$ cat config.mk
export PLATFORM = sky130hd
export DESIGN_NAME = decimal_merge
export DESIGN_NICKNAME = d
export VERILOG_FILES = /design/src/rtl/decimal_merge.sv
export SDC_FILE = /design/constraint.sdc
export NUM_CORES = 1
export LEC_CHECK = 0
export BUFFER_PORTS_ARGS = -buffer_cell sky130_fd_sc_hd__clkbuf_2
export CELL_PAD_IN_SITES_DETAIL_PLACEMENT = 1
export CELL_PAD_IN_SITES_GLOBAL_PLACEMENT = 1
export CORE_AREA = 2 2 65 67
export DETAILED_ROUTE_END_ITERATION = 7
export DIE_AREA = 0 0 67 69
export GPL_TIMING_DRIVEN = 1
export PLACE_DENSITY = 0.8
export SLEW_MARGIN = 15
export SYNTH_ARGS = -nofsm -noshare
export SYNTH_HDL_FRONTEND = slang
export SYNTH_SLANG_ARGS = --single-unit
$ cat constraint.sdc
create_clock -name clk -period 1.94 [get_ports clk]
set_input_delay 0.388 -clock clk [delete_from_list [all_inputs] [get_ports clk]]
set_output_delay 0.388 -clock clk [all_outputs]
set_load 0.02 [all_outputs]
$ cat src/rtl/decimal_merge.sv
// ----------------------------------------------------------------------------
// decimal_merge
// Converts a two-digit BCD value (tens, units) into a binary count by adding
// ten once per enabled cycle, then adding the units digit and range checking
// the result against MAX_VAL. Used to load decimal phase durations into the
// traffic-light countdown timers.
//
// Optional feature (macro DECIMAL_MERGE_SAT_EN):
//   defined   : an out-of-range result is clamped to MAX_VAL with sat=1, valid=1
//   undefined : an out-of-range result gives err=1, count=0; sat is tied to 0
//
// Ports:
//   clk    in   system clock, rising edge
//   rst    in   synchronous reset, active-high
//   en     in   enable; low stalls the accumulation
//   start  in   conversion request, sampled only when idle
//   tens   in   [3:0] BCD tens digit
//   units  in   [3:0] BCD units digit
//   busy   out  high while accumulating and in the completion cycle
//   done   out  one-cycle completion pulse
//   valid  out  count holds a good result
//   err    out  invalid digit or out-of-range result
//   sat    out  result was clamped to MAX_VAL
//   count  out  [OUT_W-1:0] binary result
// ----------------------------------------------------------------------------
module decimal_merge #(
   parameter int OUT_W   = 7,
   parameter int MAX_VAL = 31
) (
   input  logic             clk,
   input  logic             rst,
   input  logic             en,
   input  logic             start,
   input  logic [3:0]       tens,
   input  logic [3:0]       units,
   output logic             busy,
   output logic             done,
   output logic             valid,
   output logic             err,
   output logic             sat,
   output logic [OUT_W-1:0] count
);

   typedef enum logic [1:0] {
      IDLE  = 2'd0,
      ACCUM = 2'd1,
      DONE  = 2'd2
   } state_t;

   localparam logic [31:0]      MAX_VAL_W = MAX_VAL;
   localparam logic [OUT_W-1:0] MAX_CNT   = MAX_VAL_W[OUT_W-1:0];

   state_t           state_r;
   state_t           state_next_s;
   logic [6:0]       acc_r;
   logic [3:0]       tens_rem_r;
   logic [3:0]       units_l_r;
   logic [6:0]       r_s;
   logic [OUT_W-1:0] r_cnt_s;
   logic             over_s;
   logic             digits_ok_s;
`ifdef DECIMAL_MERGE_SAT_EN
   logic             sat_r;
`endif

   // A BCD digit is legal only in the range 0..9.
   function automatic logic digit_ok(input logic [3:0] d);
      return (d <= 4'd9);
   endfunction

   // acc is at most 90 and units_l at most 9, so 7 bits never overflow.
   assign r_s         = acc_r + {3'd0, units_l_r};
   assign r_cnt_s     = OUT_W'(r_s);
   assign over_s      = ({25'd0, r_s} > MAX_VAL_W);
   assign digits_ok_s = digit_ok(tens) & digit_ok(units);

`ifdef DECIMAL_MERGE_SAT_EN
   assign sat = sat_r;
`else
   assign sat = 1'b0;
`endif

   // State register.
   always_ff @(posedge clk) begin
      if (rst) begin
         state_r <= IDLE;
      end else begin
         state_r <= state_next_s;
      end
   end

   // Next-state logic; start is honoured in IDLE regardless of en.
   always_comb begin
      state_next_s = state_r;
      case (state_r)
         IDLE: begin
            if (start) begin
               if (digits_ok_s) begin
                  state_next_s = ACCUM;
               end else begin
                  state_next_s = DONE;
               end
            end else begin
               state_next_s = IDLE;
            end
         end
         ACCUM: begin
            if (en && (tens_rem_r == 4'd0)) begin
               state_next_s = DONE;
            end else begin
               state_next_s = ACCUM;
            end
         end
         DONE: begin
            state_next_s = IDLE;
         end
         default: begin
            state_next_s = IDLE;
         end
      endcase
   end

   // Datapath and registered outputs; busy/done follow the next state so they
   // line up with the state the FSM is in during the following cycle.
   always_ff @(posedge clk) begin
      if (rst) begin
         acc_r      <= 7'd0;
         tens_rem_r <= 4'd0;
         units_l_r  <= 4'd0;
         busy       <= 1'b0;
         done       <= 1'b0;
         valid      <= 1'b0;
         err        <= 1'b0;
         count      <= '0;
`ifdef DECIMAL_MERGE_SAT_EN
         sat_r      <= 1'b0;
`endif
      end else begin
         busy <= (state_next_s != IDLE);
         done <= (state_next_s == DONE);
         case (state_r)
            IDLE: begin
               if (start) begin
                  // Any accepted start clears the previous result.
                  valid <= 1'b0;
                  count <= '0;
`ifdef DECIMAL_MERGE_SAT_EN
                  sat_r <= 1'b0;
`endif
                  if (digits_ok_s) begin
                     units_l_r  <= units;
                     tens_rem_r <= tens;
                     acc_r      <= 7'd0;
                     err        <= 1'b0;
                  end else begin
                     err        <= 1'b1;
                  end
               end
            end
            ACCUM: begin
               if (en) begin
                  if (tens_rem_r != 4'd0) begin
                     acc_r      <= acc_r + 7'd10;
                     tens_rem_r <= tens_rem_r - 4'd1;
                  end else if (over_s) begin
`ifdef DECIMAL_MERGE_SAT_EN
                     count <= MAX_CNT;
                     valid <= 1'b1;
                     err   <= 1'b0;
                     sat_r <= 1'b1;
`else
                     count <= '0;
                     valid <= 1'b0;
                     err   <= 1'b1;
`endif
                  end else begin
                     count <= r_cnt_s;
                     valid <= 1'b1;
                     err   <= 1'b0;
                  end
               end
            end
            DONE: begin
               acc_r <= acc_r;
            end
            default: begin
               acc_r <= acc_r;
            end
         endcase
      end
   end

endmodule

==> run_results.csv, run 1 <==
group,metric,value,unit
outcome,outcome,"complete, no violations",
cells_and_area,n_fill_cell,468,
detailed_routing,postRouteWirelength,4.02,mm
global_routing,grt_use_total,17.5,%
cells_and_area,register_area,547,um2
critical_path,r2r_start,"tens_rem_r[0]",
worst_hold_path,worstHoldStart,"units[0]",
worst_hold_path,hold_end,"units_l_r[0]",
detailed_routing,drtIter0Drc,36,
detailed_routing,ant_nets,0,
clock_tree,cts_tree,"built",
die,die_area,4620,um2
global_routing,antenna_found_initial,0,
timing,fmax,529,MHz
worst_hold_path,hp-class,"in -> reg",
critical_path,worstPathMaxFanout,5,
worst_hold_path,worstHoldPathCells,3,
timing,max-slew-margin-rel,55.9,%
die,die-width,67,um
cells_and_area,final_nets,208,
critical_path,r2r-end,"acc_r[5]",
critical_path,cp_cell_sequence,"inv_1 > ha_2 > nor3b_4 > a221oi_4 > nand2_4 > or3_4 > a21boi_2",
critical_path,slowest_stage,"a221oi_4",
logic_synthesis,synthCells,150,
power_and_ir_drop,p_leak,0.781,nW
logic_synthesis,synthFlopType,"dfxtp_1",
clock_tree,cts-root-buf,"clkbuf_8",
die,die_h,69,um
place,pre_cts_ws,-0.0632,ns
critical_path,critPathLaunchType,"flip-flop",
logic_synthesis,yosys.area.top_type_share,37.7,%
logic_synthesis,synth_cell_types,53,
clock_tree,htree_levels,1,
die,core_area,3910,um2
logic_synthesis,ys_warn_count,0,
place,gp_congestion,0.851,
logic_synthesis,synth_area_leaders,"dfxtp_1, ha_1, nor2_1, mux2i_1, a22o_1",
logic_synthesis,async_flop_share,0,%
job,cap_violations,0,
timing,fin_crit_sh,97.4,%
logic_synthesis,synth_area_per_cell,9.56,um2
cells_and_area,final_core_util,47.7,%
power_and_ir_drop,irDropWorstVdd,0.418,mV
die,io_pins,24,
timing,final_hold_viol_count,0,
die,start_util,36.6,%
clock_tree,cts_made_buffers,3,
critical_path,cp.required,2.15,ns
critical_path,worstPathArrival,2.10,ns
critical_path,crit_path_end_kind,"flip-flop",
cells_and_area,drive_above_1_share,41.3,%
cells_and_area,multi_input_area,932,um2
timing,setup_slack,0.0498,ns
clock_tree,clk_path_buf_depth,2,
critical_path,critPathKind,"reg -> reg",
timing,period_needed,1.89,ns
global_routing,grt_max_degree,15,
logic_synthesis,synth_top_area_cell,"dfxtp_1",
logic_synthesis,synth-edff-count,0,
detailed_routing,dr.pass1.iters,4,
critical_path,max_stage_delay,0.40,ns
global_routing,grt_pass1_vias,1332,
cells_and_area,num_antenna_cells,0,
logic_synthesis,syn_nets,168,
timing,holdWs,0.366,ns
clock_tree,clk_pin_slew,0.09,ns
timing,final-setup-viol-count,0,
critical_path,reg2reg_slack,0.05,ns
place,place_hpwl,2.80,mm
logic_synthesis,synthesis.area,1430,um2
detailed_routing,vias,1296,
cells_and_area,synthToLayoutAreaGrowth,30.1,%
die,num_rows,23,
detailed_routing,routed_via_density,5.42,
clock_tree,cts_num_sinks,27,
global_routing,grt_pass1_wl,6.33,mm
cells_and_area,final_cell_mix,"dfxtp_1, clkbuf_2, buf_4",
timing,worst_pin_slew,0.658,ns
critical_path,crit_start,"tens_rem_r[0]",
timing,skew,0.00355,ns
global_routing,overflow,0,
clock_tree,clkLatencyLatePin,0.27,ns
logic_synthesis,ys_seq_area_share,37.7,%
place,numPortBuffers,22,
timing,tns,0,ns
logic_synthesis,ys_ff_latch,27,
timing,final_max_slew_viol_count,0,
detailed_routing,drc,0,
detailed_routing,wl_per_cell,16.8,um
power_and_ir_drop,powerDensity,676,nW/um2
critical_path,worstRegToRegCells,7,
==> per-stage QoR <==
stage               area, um2  cells  total power, mW
finish                   1870    239             1.26
CTS                      1750    235             1.22
detailed placement       1640    227            0.879
global route             1870    239             1.32
floorplan                1440    150            0.792
global placement         1640    227            0.862
==> state kept, by name, indices dropped and copies added, names as in the netlist <==
register / cells
busy: 1
state_r: 2
done: 1
err: 1
tens_rem_r: 4
count: 7
acc_r: 6
valid: 1
units_l_r: 4
==> synth_stat cells (2+ instances only) <==
cell type,instances
a211o_2,2
a211oi_1,3
a21boi_1,2
a21oi_1,8
a22o_1,5
and2_1,3
buf_6,2
conb_1,2
dfxtp_1,27
ha_1,5
inv_1,6
mux2i_1,5
nand2_1,9
nand2b_1,5
nand3_1,2
nor2_1,15
nor3_1,2
o211ai_1,2
o21a_1,2
o21ai_0,5
o31ai_1,2
or3_1,2
xnor2_1,4
==> worst max-delay path: cells and delay by family (launching register included) <==
family | cells | cell delay [ns]
compound gates | 2 | 0.52
fa+ha+maj | 1 | 0.20
buf+inv | 1 | 0.07
flops | 1 | 0.35
simple gates | 3 | 0.70
==> power by group <==
part	internal (mW)	switching, mW
sequential	0.581	0.0299
combinational	0.155	0.171
clock	0.147	0.176
==> area by class of cell <==
| type | count | share of cell area [%] |
|---|---|---|
| clock buffers | 4 | 2.41 |
| repair buffers | 40 | 13.5 |
| inverters | 7 | 1.41 |
| multi-input cells | 111 | 50.0 |
| flip-flops and latches | 27 | 29.3 |
| well taps | 50 | 3.35 |
==> logic make-up (layout without fill, tap and decap cells) <==
| logic type | after synthesis | count (layout) | synth area share, % |
|---|---|---|---|
| compound gates | 46 | 46 | 26.8 |
| simple gates | 46 | 47 | 17.2 |
| flops | 27 | 27 | 37.7 |
| buf+inv | 13 | 51 | 5.50 |
| fa+ha+maj | 6 | 6 | 5.76 |
| xor+xnor | 5 | 5 | 3.05 |
| mux | 5 | 5 | 3.49 |
| other cells | 2 | 2 | 0.524 |
==> timing repair <==
item	CTS	global route
endpoints found under the setup margin	8	13
buffers inserted	4	3
pin swaps	4	7
gates cloned	0	1
hold buffers	0	0
resized for setup	6	21
==> per-layer routing <==
metal | global-route usage [%] | wire (um) | vias up
met5 | 0 | 0 | -
met4 | 1.81 | 29 | 0
met3 | 3.75 | 103 | 4
met2 | 34.1 | 2320 | 21
met1 | 19.3 | 1580 | 647
li1 | - | - | 624
==> worst max path at each step <==
stage | end | slack [ns] | cells after the start
final | acc_r[5] | 0.05 | 7
after global routing | count[3] | -0.02 | 8
after CTS | acc_r[5] | 0.0002 | 7
after detailed placement | acc_r[5] | -0.06 | 7
after global placement | count[2] | 0.04 | 7
after floorplan | count[0] | 0.03 | 7
No activity file was read; power rests on OpenSTA's default activity.
==> run 2: changes to the inputs <==
CORE_AREA = 3 3 66 68   (was 2 2 65 67)
DIE_AREA = 0 0 69 71   (was 0 0 67 69)
SLEW_MARGIN = 20   (was 15)
==> run_results.csv, run 2 (synthesized netlist as in run 1, its figures left out) <==
group,metric,value,unit
clock_tree,cts_tree,"built",
timing,fin_crit_sh,98.1,%
critical_path,slowest_stage,"a221oi_4",
clock_tree,cts_made_buffers,3,
detailed_routing,vias,1279,
cells_and_area,synthToLayoutAreaGrowth,30.1,%
critical_path,max_stage_delay,0.42,ns
cells_and_area,drive_above_1_share,40.0,%
outcome,outcome,"complete, no violations",
cells_and_area,num_antenna_cells,0,
die,io_pins,24,
critical_path,crit_path_end_kind,"flip-flop",
place,numPortBuffers,22,
detailed_routing,dr.pass1.iters,4,
die,num_rows,23,
detailed_routing,ant_nets,0,
detailed_routing,routed_via_density,5.33,
worst_hold_path,hp-class,"in -> reg",
critical_path,worstPathArrival,2.06,ns
clock_tree,clk_pin_slew,0.10,ns
critical_path,cp_cell_sequence,"inv_1 > ha_2 > nor3b_4 > a221oi_4 > nand2_2 > buf_4 > o211ai_1 > o31ai_1",
timing,final_hold_viol_count,0,
place,gp_congestion,0.811,
die,die-width,69,um
cells_and_area,regMostFlops,"count",
cells_and_area,largest_reg_flops,7,
die,core_area,3910,um2
job,cap_violations,0,
timing,max-slew-margin-rel,50.9,%
die,die_h,71,um
critical_path,worstPathMaxFanout,4,
critical_path,critPathLaunchType,"flip-flop",
global_routing,grt_pass1_vias,1347,
clock_tree,cts-root-buf,"clkbuf_8",
cells_and_area,multi_input_area,926,um2
place,pre_cts_ws,-0.129,ns
timing,setup_slack,0.0377,ns
timing,period_needed,1.90,ns
global_routing,grt_pass1_wl,6.39,mm
global_routing,grt_max_degree,16,
timing,skew,0.00266,ns
cells_and_area,register_area,544,um2
global_routing,antenna_found_initial,0,
detailed_routing,drc,0,
timing,final_max_slew_viol_count,0,
place,place_hpwl,2.76,mm
cells_and_area,n_fill_cell,462,
detailed_routing,wl_per_cell,16.5,um
detailed_routing,postRouteWirelength,3.97,mm
clock_tree,clk_path_buf_depth,2,
power_and_ir_drop,irDropWorstVdd,0.334,mV
die,die_area,4900,um2
timing,worst_pin_slew,0.729,ns
timing,final-setup-viol-count,0,
global_routing,grt_use_total,15.6,%
clock_tree,cts_num_sinks,27,
critical_path,critPathKind,"reg -> reg",
detailed_routing,drtIter0Drc,32,
clock_tree,clkLatencyLatePin,0.27,ns
cells_and_area,final_nets,209,
clock_tree,hold_buffers,0,
power_and_ir_drop,p_total,1.25,mW
cells_and_area,mostFrequentLayoutCell,"dfxtp_1",
cells_and_area,top_regs,"count: 7 flops, acc_r: 6 flops",
die,start_util,36.6,%
power_and_ir_drop,p_leak,0.783,nW
critical_path,cp.required,2.10,ns
cells_and_area,final_cell_mix,"dfxtp_1, clkbuf_2, buf_4",
clock_tree,htree_levels,1,
global_routing,overflow,0,
timing,fmax,526,MHz
power_and_ir_drop,powerDensity,670,nW/um2
==> run 2: cell types whose count changed in the layout (fill, tap and decap cells not counted), sizes merged <==
cell / delta
buf: +1
clkinv: +1
clkbuf: -1
==> run 2: path summary, 6_finish.rpt <==
check                startpoint      endpoint  slack [ns]  cells past startpoint
setup / recovery  tens_rem_r[0]      acc_r[4]        0.04                      8
hold / removal         units[0]  units_l_r[0]        0.35                      3
setup reg to reg  tens_rem_r[0]      acc_r[4]        0.04                      8
hold reg to reg        count[5]      count[5]        0.46                      1
==> run 2: final cells by class <==
type,instances,area share (%)
Sequential cell,27,29.2
Clock inverter,1,0.268
Tap cell,50,3.35
Inverter,7,1.41
Multi-Input combinational cell,111,49.6
Timing Repair Buffer,41,14.0
Clock buffer,3,2.21
==> run 2: stage by stage <==
stage / cell area (um2) / utilization, % / hold slack [ns] / std cells / TNS, ns
after global placement: 1630 / 41.8 / 0.442 / 226 / 0
final: 1870 / 47.7 / 0.348 / 240 / 0
after floorplan: 1440 / - / 0.442 / 150 / 0
after CTS: 1750 / 44.6 / 0.346 / 234 / 0
after detailed placement: 1630 / 41.8 / 0.450 / 226 / -0.649
after global routing: 1870 / 47.7 / 0.363 / 240 / -0.117
==> run 2: per-layer routing <==
metal	up-vias	part of all wire (%)	track usage (%)	routed length (um)
li1	618	-	-	-
met1	635	42	18.0	1670
met2	24	55	30.4	2170
met3	2	3.2	3.55	125
met4	0	0.15	1.30	6
met5	-	0	0	0
==> run 2: worst max-delay path, delay by kind of cell (launching register included) <==
kind	cells	cell delay, ns
and+or+nand+nor	2	0.30
adders and majority gates	1	0.19
AOI/OAI and AO/OA	3	0.68
DFF	1	0.35
buffers and inverters	2	0.27
==> run 2: repair_timing <==
action / CTS / global route
setup endpoints to repair: 7 / 16
pin swaps: 2 / 8
resized for setup: 7 / 15
setup buffers: 3 / 6
gates cloned: 1 / 0
endpoints found under the hold margin: 0 / 0
==> run 2: where the power goes <==
| group | internal, mW | switching, mW |
|---|---|---|
| clock | 0.144 | 0.182 |
| sequential | 0.580 | 0.0301 |
| combinational | 0.149 | 0.166 |
==> run 3: changes to the inputs <==
==> constraint.sdc (replaced) <==
create_clock -name clk -period 1.94 [get_ports clk]
set_input_delay 0.097 -clock clk [delete_from_list [all_inputs] [get_ports clk]]
set_output_delay 0.097 -clock clk [all_outputs]
set_load 0.02 [all_outputs]
==> run_results.csv, run 3 (synthesized netlist as in run 1, its figures left out) <==
group,metric,value,unit
outcome,outcome,"complete, no violations",
job,cap_violations,0,
timing,tns,0,ns
detailed_routing,drtIter0Drc,31,
clock_tree,hold_buffers,0,
cells_and_area,final_core_util,47.3,%
global_routing,grt_max_degree,17,
clock_tree,cts-root-buf,"clkbuf_8",
timing,final_hold_viol_count,0,
detailed_routing,wl_per_cell,15.9,um
die,die_h,71,um
power_and_ir_drop,p_leak,0.770,nW
cells_and_area,layout.cells.non_filler,239,
place,dp_cells,226,
detailed_routing,postRouteWirelength,3.81,mm
cells_and_area,n_fill_cell,475,
die,num_rows,23,
detailed_routing,routed_via_density,5.27,
cells_and_area,synthToLayoutAreaGrowth,29.1,%
critical_path,critPathLaunchType,"flip-flop",
critical_path,cp.required,2.12,ns
clock_tree,clkLatencyLatePin,0.28,ns
die,core_area,3910,um2
cells_and_area,largest_reg_flops,7,
timing,fin_crit_sh,96.1,%
die,io_pins,24,
worst_hold_path,hold_end,"units_l_r[0]",
critical_path,worstPathMaxFanout,6,
worst_hold_path,worstHoldPathCells,3,
critical_path,r2r-end,"count[3]",
clock_tree,htree_levels,1,
power_and_ir_drop,irDropWorstVdd,0.286,mV
global_routing,overflow,0,
cells_and_area,regMostFlops,"count",
critical_path,r2r_start,"acc_r[2]",
detailed_routing,drc,0,
clock_tree,cts_tree,"built",
timing,final_max_slew_viol_count,0,
critical_path,cp_cell_sequence,"ha_4 > nand2_1 > a21oi_2 > mux2i_2 > a2111oi_4 > buf_4 > a22o_1",
cells_and_area,final_cell_mix,"dfxtp_1, clkbuf_2, buf_4",
worst_hold_path,worstHoldStart,"units[0]",
cells_and_area,top_regs,"count: 7 flops, acc_r: 6 flops",
critical_path,worstRegToRegCells,7,
critical_path,crit_path_end_kind,"flip-flop",
timing,worst_pin_slew,0.551,ns
die,start_util,36.6,%
place,numPortBuffers,22,
timing,period_needed,1.86,ns
critical_path,slowest_stage,"dfxtp_1",
timing,max-slew-margin-rel,62.9,%
cells_and_area,drive_above_1_share,42.9,%
clock_tree,cts_made_buffers,3,
die,die-width,69,um
place,place_hpwl,2.67,mm
detailed_routing,ant_nets,0,
cells_and_area,num_antenna_cells,0,
timing,final-setup-viol-count,0,
timing,skew,0.00342,ns
die,die_area,4900,um2
clock_tree,cts_num_sinks,27,
critical_path,critPathTopFamily,"compound AO/OA/AOI/OAI gates",
cells_and_area,final_nets,208,
power_and_ir_drop,powerDensity,680,nW/um2
cells_and_area,fin_area,1850,um2
critical_path,worstPathArrival,2.05,ns
global_routing,grt_use_total,15.5,%
critical_path,crit_start,"acc_r[2]",
critical_path,reg2reg_slack,0.08,ns
clock_tree,clk_pin_slew,0.10,ns
worst_hold_path,hp-class,"in -> reg",
critical_path,critical_path_buf_inv_count,1,
global_routing,grt_pass1_wl,6.22,mm
timing,holdWs,0.0410,ns
global_routing,antenna_found_initial,0,
timing,fmax,537,MHz
critical_path,max_stage_delay,0.38,ns
critical_path,critPathKind,"reg -> reg",
place,gp_congestion,0.806,
detailed_routing,vias,1259,
detailed_routing,dr.pass1.iters,4,
place,dpl_cell_area,1630,um2
global_routing,grt_pass1_vias,1305,
clock_tree,clk_path_buf_depth,2,
[run 3: cell count changes in the layout (fill, tap and decap cells not counted), moves of 2 or more]
cell / change
inv_1: -3
inv_2: +3
dfxtp_2: +2
dfxtp_1: -2
[run 3: where the power goes]
part | internal, mW | leakage (nW) | switching [mW]
Clock | 0.146 | 0.0217 | 0.197
Combinational | 0.146 | 0.527 | 0.160
Sequential | 0.581 | 0.222 | 0.0294
[run 3: worst max-delay path by stage]
| stage | to | slack [ns] | cells past startpoint |
|---|---|---|---|
| 3_3_place_gp | count[2] | 0.04 | 7 |
| 4_1_cts | count[0] | 0.006 | 7 |
| 2_1_floorplan | count[0] | 0.03 | 7 |
| 5_1_grt | acc_r[3] | -0.02 | 8 |
| 6_report | count[3] | 0.08 | 7 |
| 3_5_place_dp | count[0] | -0.10 | 7 |
[run 3: per-layer routing]
metal	track usage, %	wire [um]	up-vias
li1	-	-	618
met1	18.4	1630	618
met2	29.1	2050	19
met3	1.99	91	4
met4	4.56	34	0
met5	0	0	-
[run 3: final cells by class]
type                            instances  area [um2]  area share, %
Clock buffer                            3        41.3           2.23
Clock inverter                          1        7.51          0.405
Inverter                                7        26.3           1.42
Multi-Input combinational cell        111         918           49.6
Sequential cell                        27         547           29.5
Tap cell                               50        62.6           3.38
Timing Repair Buffer                   40         249           13.4
[run 3: what timing repair did]
action	4_1_cts	5_1_grt
gates cloned	1	0
pin swaps	4	9
gates resized for setup	6	19
endpoints found under the setup margin	7	17
buffers inserted	5	3
[run 3: worst min-delay path, cell delays in order]
cell and delay (ns):
clkbuf_2 0.07, mux2i_1 0.05, nor2_1 0.07
[run 3: metrics by stage]
stage          power (mW)  worst slack (ns)
5_1_grt              1.32           -0.0216
6_report             1.26            0.0761
2_1_floorplan       0.792            0.0279
4_1_cts              1.24           0.00630
3_3_place_gp        0.856            0.0351
3_5_place_dp        0.872            -0.103
